### src/rtl/projector_scheduler.sv
// Point-rate sequencer for the laser projector: picks one of three point sources,
// switches only at frame boundaries and inserts laser-off blanking points.
module projector_scheduler #(
  parameter int CLK_DIV     = 675,
  parameter int BLANK_DWELL = 4,
  parameter int UF_W        = 16
) (
  input  logic            clk,
  input  logic            reset,
  input  logic            enable,
  input  logic [1:0]      sel_src,
  input  logic [2:0]      src_valid,
  input  logic [95:0]     src_data,
  input  logic [2:0]      src_last,
  output logic [2:0]      src_ack,
  output logic            update,
  output logic [31:0]     data_out,
  output logic [1:0]      active_src,
  output logic            frame_done,
  output logic [UF_W-1:0] underflow_cnt
);

  localparam int CNT_W = (CLK_DIV < 2) ? 1 : $clog2(CLK_DIV);
  localparam int DW_W  = (BLANK_DWELL < 1) ? 1 : $clog2(BLANK_DWELL + 1);
  localparam logic [2:0] ENTER_STATE = (BLANK_DWELL == 0) ? 3'd2 : 3'd1;

  typedef enum logic [1:0] {IDLE = 2'd0, BLANK = 2'd1, RUN = 2'd2} state_t;

  state_t           state_reg;
  logic [CNT_W-1:0] cnt_reg;
  logic [DW_W-1:0]  dwell_reg;
  logic [23:0]      last_xy_reg;
  logic             tick;

  logic [31:0] src_pt [3];
  logic        cur_valid;
  logic        cur_last;
  logic [31:0] cur_pt;
  logic [23:0] target_xy;
  logic [2:0]  cur_onehot;

  genvar gi;
  generate
    for (gi = 0; gi < 3; gi++) begin : g_split
      assign src_pt[gi] = src_data[32*gi +: 32];
    end
  endgenerate

  assign tick = (cnt_reg == CNT_W'(CLK_DIV - 1));

  // Head of the granted source; park (3) never presents a point.
  always_comb begin
    cur_valid  = 1'b0;
    cur_last   = 1'b0;
    cur_pt     = 32'd0;
    cur_onehot = 3'b000;
    case (active_src)
      2'd0: begin cur_valid = src_valid[0]; cur_last = src_last[0]; cur_pt = src_pt[0]; cur_onehot = 3'b001; end
      2'd1: begin cur_valid = src_valid[1]; cur_last = src_last[1]; cur_pt = src_pt[1]; cur_onehot = 3'b010; end
      2'd2: begin cur_valid = src_valid[2]; cur_last = src_last[2]; cur_pt = src_pt[2]; cur_onehot = 3'b100; end
      default: ;
    endcase
    target_xy = cur_valid ? cur_pt[31:8] : last_xy_reg;
  end

  always_ff @(posedge clk or posedge reset) begin
    if (reset) begin
      state_reg     <= IDLE;
      cnt_reg       <= '0;
      dwell_reg     <= '0;
      last_xy_reg   <= '0;
      src_ack       <= '0;
      update        <= 1'b0;
      data_out      <= '0;
      active_src    <= '0;
      frame_done    <= 1'b0;
      underflow_cnt <= '0;
    end else begin
      update     <= 1'b0;
      src_ack    <= '0;
      frame_done <= 1'b0;
      cnt_reg    <= tick ? '0 : cnt_reg + 1'b1;

      if (tick) begin
        case (state_reg)
          IDLE: begin
            if (enable) begin
              active_src <= sel_src;
              dwell_reg  <= DW_W'(BLANK_DWELL);
              state_reg  <= state_t'(ENTER_STATE[1:0]);
            end
          end

          BLANK: begin
            if (!enable) begin
              update    <= 1'b1;
              data_out  <= {last_xy_reg, 8'h00};
              state_reg <= IDLE;
            end else begin
              // Blank at the new source's first position so the galvos settle there.
              update      <= 1'b1;
              data_out    <= {target_xy, 8'h00};
              last_xy_reg <= target_xy;
              dwell_reg   <= dwell_reg - 1'b1;
              if (dwell_reg <= DW_W'(1))
                state_reg <= RUN;
            end
          end

          RUN: begin
            if (!enable) begin
              update    <= 1'b1;
              data_out  <= {last_xy_reg, 8'h00};
              state_reg <= IDLE;
            end else if (cur_valid) begin
              update      <= 1'b1;
              data_out    <= cur_pt;
              last_xy_reg <= cur_pt[31:8];
              src_ack     <= cur_onehot;
              if (cur_last) begin
                frame_done <= 1'b1;
                if (sel_src != active_src) begin
                  active_src <= sel_src;
                  dwell_reg  <= DW_W'(BLANK_DWELL);
                  state_reg  <= state_t'(ENTER_STATE[1:0]);
                end
              end
            end else begin
              update   <= 1'b1;
              data_out <= {last_xy_reg, 8'h00};
              if (active_src == 2'd3) begin
                // Park has no frames, so a new request is granted without waiting.
                if (sel_src != 2'd3) begin
                  active_src <= sel_src;
                  dwell_reg  <= DW_W'(BLANK_DWELL);
                  state_reg  <= state_t'(ENTER_STATE[1:0]);
                end
              end else if (underflow_cnt != '1) begin
                underflow_cnt <= underflow_cnt + 1'b1;
              end
            end
          end

          default: state_reg <= IDLE;
        endcase
      end
    end
  end

endmodule

### config.mk
export PLATFORM = sky130hd
export DESIGN_NAME = projector_scheduler
export DESIGN_NICKNAME = d
export VERILOG_FILES = /design/src/rtl/projector_scheduler.sv
export SDC_FILE = /design/constraint.sdc
export NUM_CORES = 1
export LEC_CHECK = 0
export CAP_MARGIN = 10
export CORE_ASPECT_RATIO = 1.2
export CORE_UTILIZATION = 46
export CTS_CLUSTER_DIAMETER = 30
export DETAILED_ROUTE_END_ITERATION = 7
export PLACE_DENSITY = 0.81
export SYNTH_ARGS = -nofsm -noshare
export SYNTH_HDL_FRONTEND = slang
export SYNTH_SLANG_ARGS = --single-unit
### constraint.sdc
create_clock -name clk -period 4.6 [get_ports clk]
set_input_delay 1.15 -clock clk [delete_from_list [all_inputs] [get_ports clk]]
set_output_delay 1.15 -clock clk [all_outputs]
set_load 0.01 [all_outputs]
## After elaboration in Yosys (flattened, before gate mapping)

Index checks and enable logic that the tools add are counted.

| cells by class | value |
|---|---|
| add/subtract/negate cells | 3 |
| order comparisons | 1 |
| equal/unequal tests | 21 |
| muxes and demuxes | 48 |
| bitwise operators | 2 |
| reduce and logical (&&, ||, !) cells | 12 |

Operators by type and width:

| cell | count |
|---|---|
| 32-bit 2-to-1 mux | 3 |
| 32-bit case mux with 3 select lines | 1 |
| 32-bit case mux with 2 select lines | 1 |
| 3-bit 2-to-1 mux | 12 |
| 2-bit 2-to-1 mux | 16 |
| 24-bit 2-to-1 mux | 1 |
| 3-bit case mux with 3 select lines | 2 |
| 16-bit by 1-bit adder with 16-bit output (second input constant) | 1 |
| 16-bit != test (second input constant) | 1 |
| 4-bit != test (second input constant) | 4 |
| 3-bit != test (second input constant) | 5 |
| 10-bit by 1-bit adder with 10-bit output (second input constant) | 1 |
| 10-bit equality test (second input constant) | 1 |
| 10-bit 2-to-1 mux | 1 |
| 9-bit AND reduction | 1 |
| 2-bit != test (second input constant) | 4 |
| 8-bit AND reduction | 1 |
| 1-bit 2-to-1 mux | 7 |
| 7-bit AND reduction | 1 |
| 2-bit equality test (second input constant) | 3 |
| 1-bit case mux with 3 select lines | 2 |
| 2-bit case mux with 3 select lines | 1 |
| 6-bit AND reduction | 1 |
| 2-bit by 1-bit equality test with 1-bit output (second input constant) | 2 |
| 11 further kinds | 14 |

| word-level totals | value |
|---|---|
| register bits after elaboration | 94 |
| input bits | 107 |
| output and inout port bits | 55 |
| logic and storage cells | 97 |

## Depth between registers and ports, before layout

Gate-level depths: netlist of run 1.

| logic depth | value |
|---|---|
| depth after elaboration | 7 |
| gate-level depth with buffers | 9 |

## Worst setup path after synthesis of run 1

Ideal clock, no wire load.

| path | value |
|---|---|
| kind | input port to flip-flop |
| from | input src_valid[0] |
| to | register underflow_cnt[14] |
| setup time | 125 ps |
| arrival time | 2,403 ps |
| required time | 4,475 ps |
| slack | 2,072 ps |
| cell stages on the path | 5 |
| path through | mux2_4 -> o22ai_2 -> nand4_4 -> nor4_1 -> mux2_2 |

| between the ends | value |
|---|---|
| cells in the longest elaborated chain, start to end | 3 |

Ends and longest elaborated chain:

| element | line | source |
|---|---|---|
| start, declared | 12 | `input logic [2:0] src_valid,` |
| 1-bit case mux with 3 select lines | 57 | `case (active_src)` |
| 1-bit inverter (no source line) | n/a |  |
| 6-bit AND reduction (no source line) | n/a |  |
| end signal, assigned | 139 | `underflow_cnt <= underflow_cnt + 1'b1;` |
| end, declared | 20 | `output logic [UF_W-1:0] underflow_cnt` |

No other way between the ends.
A chain may end at the register's enable or synchronous reset.

## Final worst setup path of run 1

| path | value |
|---|---|
| from | register active_src[0] |
| to | output active_src[0] |

RTL lines:

| element | line | source |
|---|---|---|
| start, declared | 18 | `output logic [1:0] active_src,` |
| start signal, assigned | 88 | `active_src <= sel_src;` |
| start signal, assigned | 123 | `active_src <= sel_src;` |
| start signal, assigned | 134 | `active_src <= sel_src;` |

No word-level cell between the ends.

==> results of run 1 <==
[synth_stat cells (3+ instances only)]
cell type | n | share of area (%)
a22oi_1 | 25 | 3.8
ha_1 | 9 | 2.3
nand4_1 | 7 | 0.89
inv_1 | 9 | 0.69
a21oi_1 | 36 | 3.7
mux2i_1 | 11 | 2.2
nand2_1 | 67 | 5.1
nand3_1 | 14 | 1.4
nor3_1 | 10 | 1.0
xnor2_1 | 8 | 1.4
o21ai_1 | 3 | 0.31
nor2_1 | 46 | 3.5
or3_1 | 3 | 0.38
clkbuf_1 | 17 | 1.3
mux2_2 | 29 | 6.7
and4_1 | 3 | 0.54
nor4_1 | 3 | 0.38
dfrtp_1 | 94 | 48
o21ai_0 | 57 | 5.8
xor2_1 | 16 | 2.9
nand2b_1 | 3 | 0.38
nor4_2 | 3 | 0.77
buf_2 | 14 | 1.4
[cell families (layout without fill, tap and decap cells)]
logic type      after synthesis  count (layout)  share of synthesized area (%)
compound gates              131             131                           15.5
xor+xnor                     24              24                           4.29
fa+ha+maj                     9               9                           2.30
buf+inv                      42             192                           3.88
flops                        94              94                           48.0
mux                          41              41                           9.21
simple gates                173             173                           16.9
[worst max path at each step]
stage,start,to,slack (ns),cells past startpoint
3_5_place_dp,src_valid[0],underflow_cnt[14],1.32,6
6_report,active_src[0],active_src[0],1.61,1
5_1_grt,cnt_reg[6],data_out[1],1.47,6
3_3_place_gp,src_valid[0],underflow_cnt[14],1.39,6
2_1_floorplan,reset,active_src[0],1.00,1
4_1_cts,active_src[0],active_src[0],1.60,1
[layer usage]
layer	part of all wire (%)	up-vias	GRT usage, %	wire [um]
met5	0	-	0	0
met4	2.1	0	8.56	263
met3	6.3	21	3.70	788
met2	52	138	42.9	6560
met1	39	2072	27.3	4910
li1	-	2093	-	-
[area by class of cell]
type                    instances  area [um^2]  area share, %
clock buffers                  11          243           3.52
clock inverters                 5         57.6          0.835
inverters                       9         36.3          0.527
multi-input cells             378         2390           34.6
flip-flops and latches         94         2350           34.2
well taps                     126          158           2.29
repair buffers                167         1660           24.0
[worst reg2reg max path, cell delays in order (launching register included)]
cell,delay (ns)
dfrtp_1,0.43
and4bb_1,0.31
and4_1,0.48
nand2_2,0.64
inv_1,0.28
nand3_1,0.29
o21ai_0,0.29
[power by group through the flow]
stage	combinational, mW	clock [mW]	sequential (mW)
floorplan	0.0562	0	0.842
global placement	0.160	0	0.842
detailed placement	0.164	0	0.842
CTS	0.165	0.751	0.826
global route	0.180	0.786	0.826
finish	0.163	0.736	0.827
[cell usage in the layout, fill, tap and decap left out, drive strengths merged, types with 2 or more instances in the layout]
| cell | instances |
|---|---|
| nor2b | 2 |
| nand4 | 8 |
| nor2 | 46 |
| clkbuf | 11 |
| a22oi | 25 |
| nand3 | 14 |
| nand2 | 67 |
| and3 | 2 |
| clkdlybuf4s50 | 161 |
| clkinv | 3 |
| xnor2 | 8 |
| ha | 9 |
| nand2b | 3 |
| nor4 | 6 |
| or3 | 3 |
| mux2i | 11 |
| xor2 | 16 |
| o22ai | 2 |
| dfrtp | 94 |
| a21oi | 36 |
| nor3 | 11 |
| mux2 | 30 |
| o21ai | 60 |
| nor3b | 2 |
| buf | 6 |
| inv | 10 |
| and4 | 3 |
[through the flow]
stage | total power [mW] | instances
3_3_place_gp | 1.00 | 774
2_1_floorplan | 0.898 | 514
6_report | 1.73 | 790
4_1_cts | 1.74 | 790
3_5_place_dp | 1.01 | 774
5_1_grt | 1.79 | 790
==> results.json, run 1 <==
{
  "status": "finished clean",
  "drive_gt1_share_pct": 9.79,
  "p_int_mw": 1.37,
  "cp_top_family": "flip-flops",
  "pre_cts_ws_ns": 1.32,
  "avgSynthCellArea_um2": 9.54,
  "root_buffer": "clkbuf_16",
  "required_ns": 3.45,
  "grt_usage_pct": 23.5,
  "ys_async_sr_fraction_pct": 100,
  "post_drt_via_cell_ratio": 5.47,
  "setup_viol_count_final": 0,
  "r2r_slack_ns": 1.78,
  "ys_seq_area_share_pct": 48.0,
  "synth_edf_count": 0,
  "arrival_ns": 1.84,
  "design_area_mm2": 0.00689,
  "relSlewSlack_pct": 36.4,
  "grt_pass1_vias": 4227,
  "min_path_type": "reg -> reg",
  "start_kind": "register",
  "syn-cell-area_mm2": 0.00490,
  "fmax_mhz": 335,
  "critical_path.reg2reg.startpoint": "cnt_reg[6]",
  "clockPowerShare_pct": 42.7,
  "worstHoldStart": "data_out[14]",
  "ios": 162,
  "firstDrtPassIters": 4,
  "seq_power_share_pct": 47.9,
  "clock_sinks": 94,
  "ctsResizeCount": 0,
  "ant_nets": 0,
  "r2r_end": "data_out[4]",
  "swShare_pct": 20.8,
  "comb_power_share_pct": 9.4,
  "finClkSkew_ns": 0.00404,
  "ys_warn_count": 0,
  "finalWorstSetupSlack_ns": 1.61,
  "syn_to_final_growth_pct": 40.5,
  "gp_congestion": 0.786,
  "power.leakage_nw": 3.01,
  "insertion_delay_ns": 0.34,
  "yosysUniqueCellTypes": 46,
  "slew_violations": 0,
  "drt-initial-drc-count": 234,
  "synth_nets": 630,
  "tns_ns": 0,
  "wire_per_inst_um": 15.8,
  "port_buffers": 161,
  "crit_type": "reg -> out",
  "fillers": 798,
  "clock_path_buffers": 2,
  "crit_buf_inv": 1,
  "grt_pass1_wl_um": 19800,
  "antenna_found_initial": 0,
  "path_cells": "clkdlybuf4s50_1",
  "placed_cell_area_mm2": 0.00659,
  "wirelength_um": 12500,
  "hpwl_um": 9250,
  "synth_cells": 514,
  "finalCriticalPeriod_ns": 2.99,
  "path_clk_slew_ns": 0.06,
  "hold_end": "data_out[14]",
  "route.detailed.drc": 0,
  "grt_remaining_overflow": 0,
  "cp_max_fo": 22,
  "largest_register_ffs": 32,
  "die_area_mm2": 0.0111,
  "netSwitchingPower_mw": 0.359,
  "synth_seq_cells": 94,
  "start_util_pct": 48.0,
  "cts_buffers": 9,
  "drv_cap": 0,
  "final_core_util_pct": 67.5,
  "grt_max_degree": 58,
  "rsz0062_at_grt": "no",
  "ctsHoldBuffers": 0,
  "worstMarginPinSlew_ns": 0.951,
  "end_kind": "output pin",
  "synth_flop_cell": "dfrtp_1",
  "pwr_density_cell_mw_per_mm2": 250,
  "vdd_ir_drop_max_mv": 0.182,
  "dieHeight_um": 115,
  "cts_tree": "built",
  "min_period_over_period_pct": 64.9,
  "nets": 775,
  "num_antenna_cells": 0,
  "core_mm2": 0.0102,
  "hold_viol_final": 0,
  "htree_levels": 3,
  "max_stage_delay_ns": 0.82,
  "hold_depth": 2,
  "slowest_stage": "dfrtp_1",
  "vias": 4324,
  "die_x_um": 96.3,
  "post_cts_buffers": 0,
  "holdWs_ns": 0.481,
  "reg2reg_depth": 6,
  "std_cell_rows": 40
}
Power figures use the tool's default switching activity.
==> run 2, diff against run 1 <==
--- a/config.mk
+++ b/config.mk
@@ -7,10 +7,10 @@
 export LEC_CHECK = 0
 export CAP_MARGIN = 10
 export CORE_ASPECT_RATIO = 1.2
-export CORE_UTILIZATION = 46
+export CORE_UTILIZATION = 42
 export CTS_CLUSTER_DIAMETER = 30
 export DETAILED_ROUTE_END_ITERATION = 7
-export PLACE_DENSITY = 0.81
+export PLACE_DENSITY = 0.78
 export SYNTH_ARGS = -nofsm -noshare
 export SYNTH_HDL_FRONTEND = slang
 export SYNTH_SLANG_ARGS = --single-unit
==> constraint.sdc (replaced) <==
create_clock -name clk -period 2.5 [get_ports clk]
set_input_delay 0.625 -clock clk [delete_from_list [all_inputs] [get_ports clk]]
set_output_delay 0.625 -clock clk [all_outputs]
set_load 0.01 [all_outputs]
==> run 2 against run 1 <==
Against the previous run:
- count of clock-buffer cells in the layout is 2 higher
- routed wire length is 3.1% higher
- critical path depth is 1 higher
- combinational power is 93% higher
- final cell count is 6.2% higher
- register-to-register slack worse by 1.4 ns
- power is 92% higher
- non-clock buffer count is 21 higher
- clock power is 100% higher
- sequential share of layout area is 1.2 points lower
- largest cell class unchanged
- largest power group unchanged
==> results.json, run 2 (synthesis results as in run 1) <==
{
  "wire_per_inst_um": 15.4,
  "rsz0062_at_grt": "no",
  "cp_max_fo": 9,
  "finalWorstSetupSlack_ns": 0.256,
  "arrival_ns": 1.62,
  "status": "finished clean",
  "placed_cell_area_mm2": 0.00682,
  "cts_buffers": 9,
  "die_area_mm2": 0.0121,
  "drv_cap": 0,
  "min_path_type": "reg -> reg",
  "drt-initial-drc-count": 170,
  "setup_viol_count_final": 0,
  "finClkSkew_ns": 0.00964,
  "root_buffer": "clkbuf_16",
  "path_clk_slew_ns": 0.07,
  "final_cell_mix": "161 x clkdlybuf4s50_1, 93 x dfrtp_1, 66 x nand2_1, 57 x o21ai_0, 46 x nor2_1",
  "wirelength_um": 12900,
  "final_common_cell": "clkdlybuf4s50_1",
  "num_antenna_cells": 0,
  "insertion_delay_ns": 0.35,
  "p_total_mw": 3.31,
  "htree_levels": 3,
  "cts_tree": "built",
  "start_kind": "register",
  "vdd_ir_drop_max_mv": 0.341,
  "relSlewSlack_pct": 57.3,
  "antenna_found_initial": 0,
  "port_buffers": 161,
  "die_x_um": 101,
  "finalCriticalPeriod_ns": 2.24,
  "clock_path_buffers": 2,
  "hold_depth": 2,
  "ant_nets": 0,
  "drive_gt1_share_pct": 12.3,
  "grt_remaining_overflow": 0,
  "min_period_over_period_pct": 89.8,
  "power.leakage_nw": 3.13,
  "hpwl_um": 9620,
  "ctsResizeCount": 0,
  "route.detailed.drc": 0,
  "post_cts_buffers": 0,
  "dieHeight_um": 120,
  "pre_cts_ws_ns": -0.0484,
  "design_area_mm2": 0.00714,
  "largest_register_ffs": 32,
  "grt_pass1_wl_um": 21200,
  "place_inst": 823,
  "post_drt_via_cell_ratio": 5.28,
  "start_util_pct": 43.8,
  "fmax_mhz": 446,
  "hold_viol_final": 0,
  "crit_type": "reg -> out",
  "worstMarginPinSlew_ns": 0.641,
  "syn_to_final_growth_pct": 45.6,
  "ios": 162,
  "grt_usage_pct": 22.3,
  "core_mm2": 0.0112,
  "grt_max_degree": 53,
  "required_ns": 1.88,
  "gp_congestion": 0.828,
  "std_cell_rows": 42,
  "clock_sinks": 94,
  "pwr_density_cell_mw_per_mm2": 463,
  "slew_violations": 0,
  "grt_pass1_vias": 4577,
  "ctsHoldBuffers": 0,
  "firstDrtPassIters": 5,
  "reg2reg_depth": 6,
  "nets": 796,
  "vias": 4427,
  "layout.cells.non_filler": 839,
  "end_kind": "output pin"
}
## run 2: path summary, 6_finish.rpt
check / to / slack [ns] / start
worst min-delay path: data_out[24] / 0.48 / data_out[24]
max in group asynchronous: data_out[19] / 1.20 / reset
worst max-delay path: active_src[0] / 0.26 / active_src[0]
worst max register to register: active_src[1] / 0.37 / active_src[1]
worst min register to register: data_out[24] / 0.48 / data_out[24]
min in group asynchronous: underflow_cnt[7] / 0.82 / reset
## run 2: layer usage
layer	GRT usage (%)	up-vias	share of wire, %
li1	-	2143	-
met1	26.4	2149	41
met2	38.6	108	52
met3	4.51	27	4.0
met4	10.1	0	3.0
met5	0	-	0
## run 2: cell type report
cell class	count	area, um^2
multi-input combinational	378	2390
sequential	94	2350
inverter	9	37.5
tap	154	193
clock buffer	13	250
clock inverter	3	67.6
fill	918	4050
timing repair buffer	188	1850
## run 2: power by group
| part | internal, mW | switching, mW |
|---|---|---|
| clock network | 0.905 | 0.566 |
| logic | 0.201 | 0.113 |
| registers | 1.52 | 0 |
## run 2: per-stage QoR
step | utilization (%) | hold WS (ns) | TNS, ns
after detailed placement | 60.9 | 0.469 | -0.104
after global routing | 63.8 | 0.508 | 0
after global placement | 60.9 | 0.461 | -0.0383
after floorplan | - | 0.450 | 0
final | 63.8 | 0.476 | 0
after CTS | 63.8 | 0.483 | 0
## run 2: worst max-delay path, cell delays in order (launching register included)
cell and delay [ns]:
dfrtp_1 0.53, buf_4 0.21, clkdlybuf4s50_1 0.54
==> run 3, diff against run 2 <==
--- a/config.mk
+++ b/config.mk
@@ -11,6 +11,7 @@
 export CTS_CLUSTER_DIAMETER = 30
 export DETAILED_ROUTE_END_ITERATION = 7
 export PLACE_DENSITY = 0.78
+export SKIP_LAST_GASP = 1
 export SYNTH_ARGS = -nofsm -noshare
 export SYNTH_HDL_FRONTEND = slang
 export SYNTH_SLANG_ARGS = --single-unit
==> results of run 3 <==
No change in the layout: final DEF, timing and power equal those of run 2.
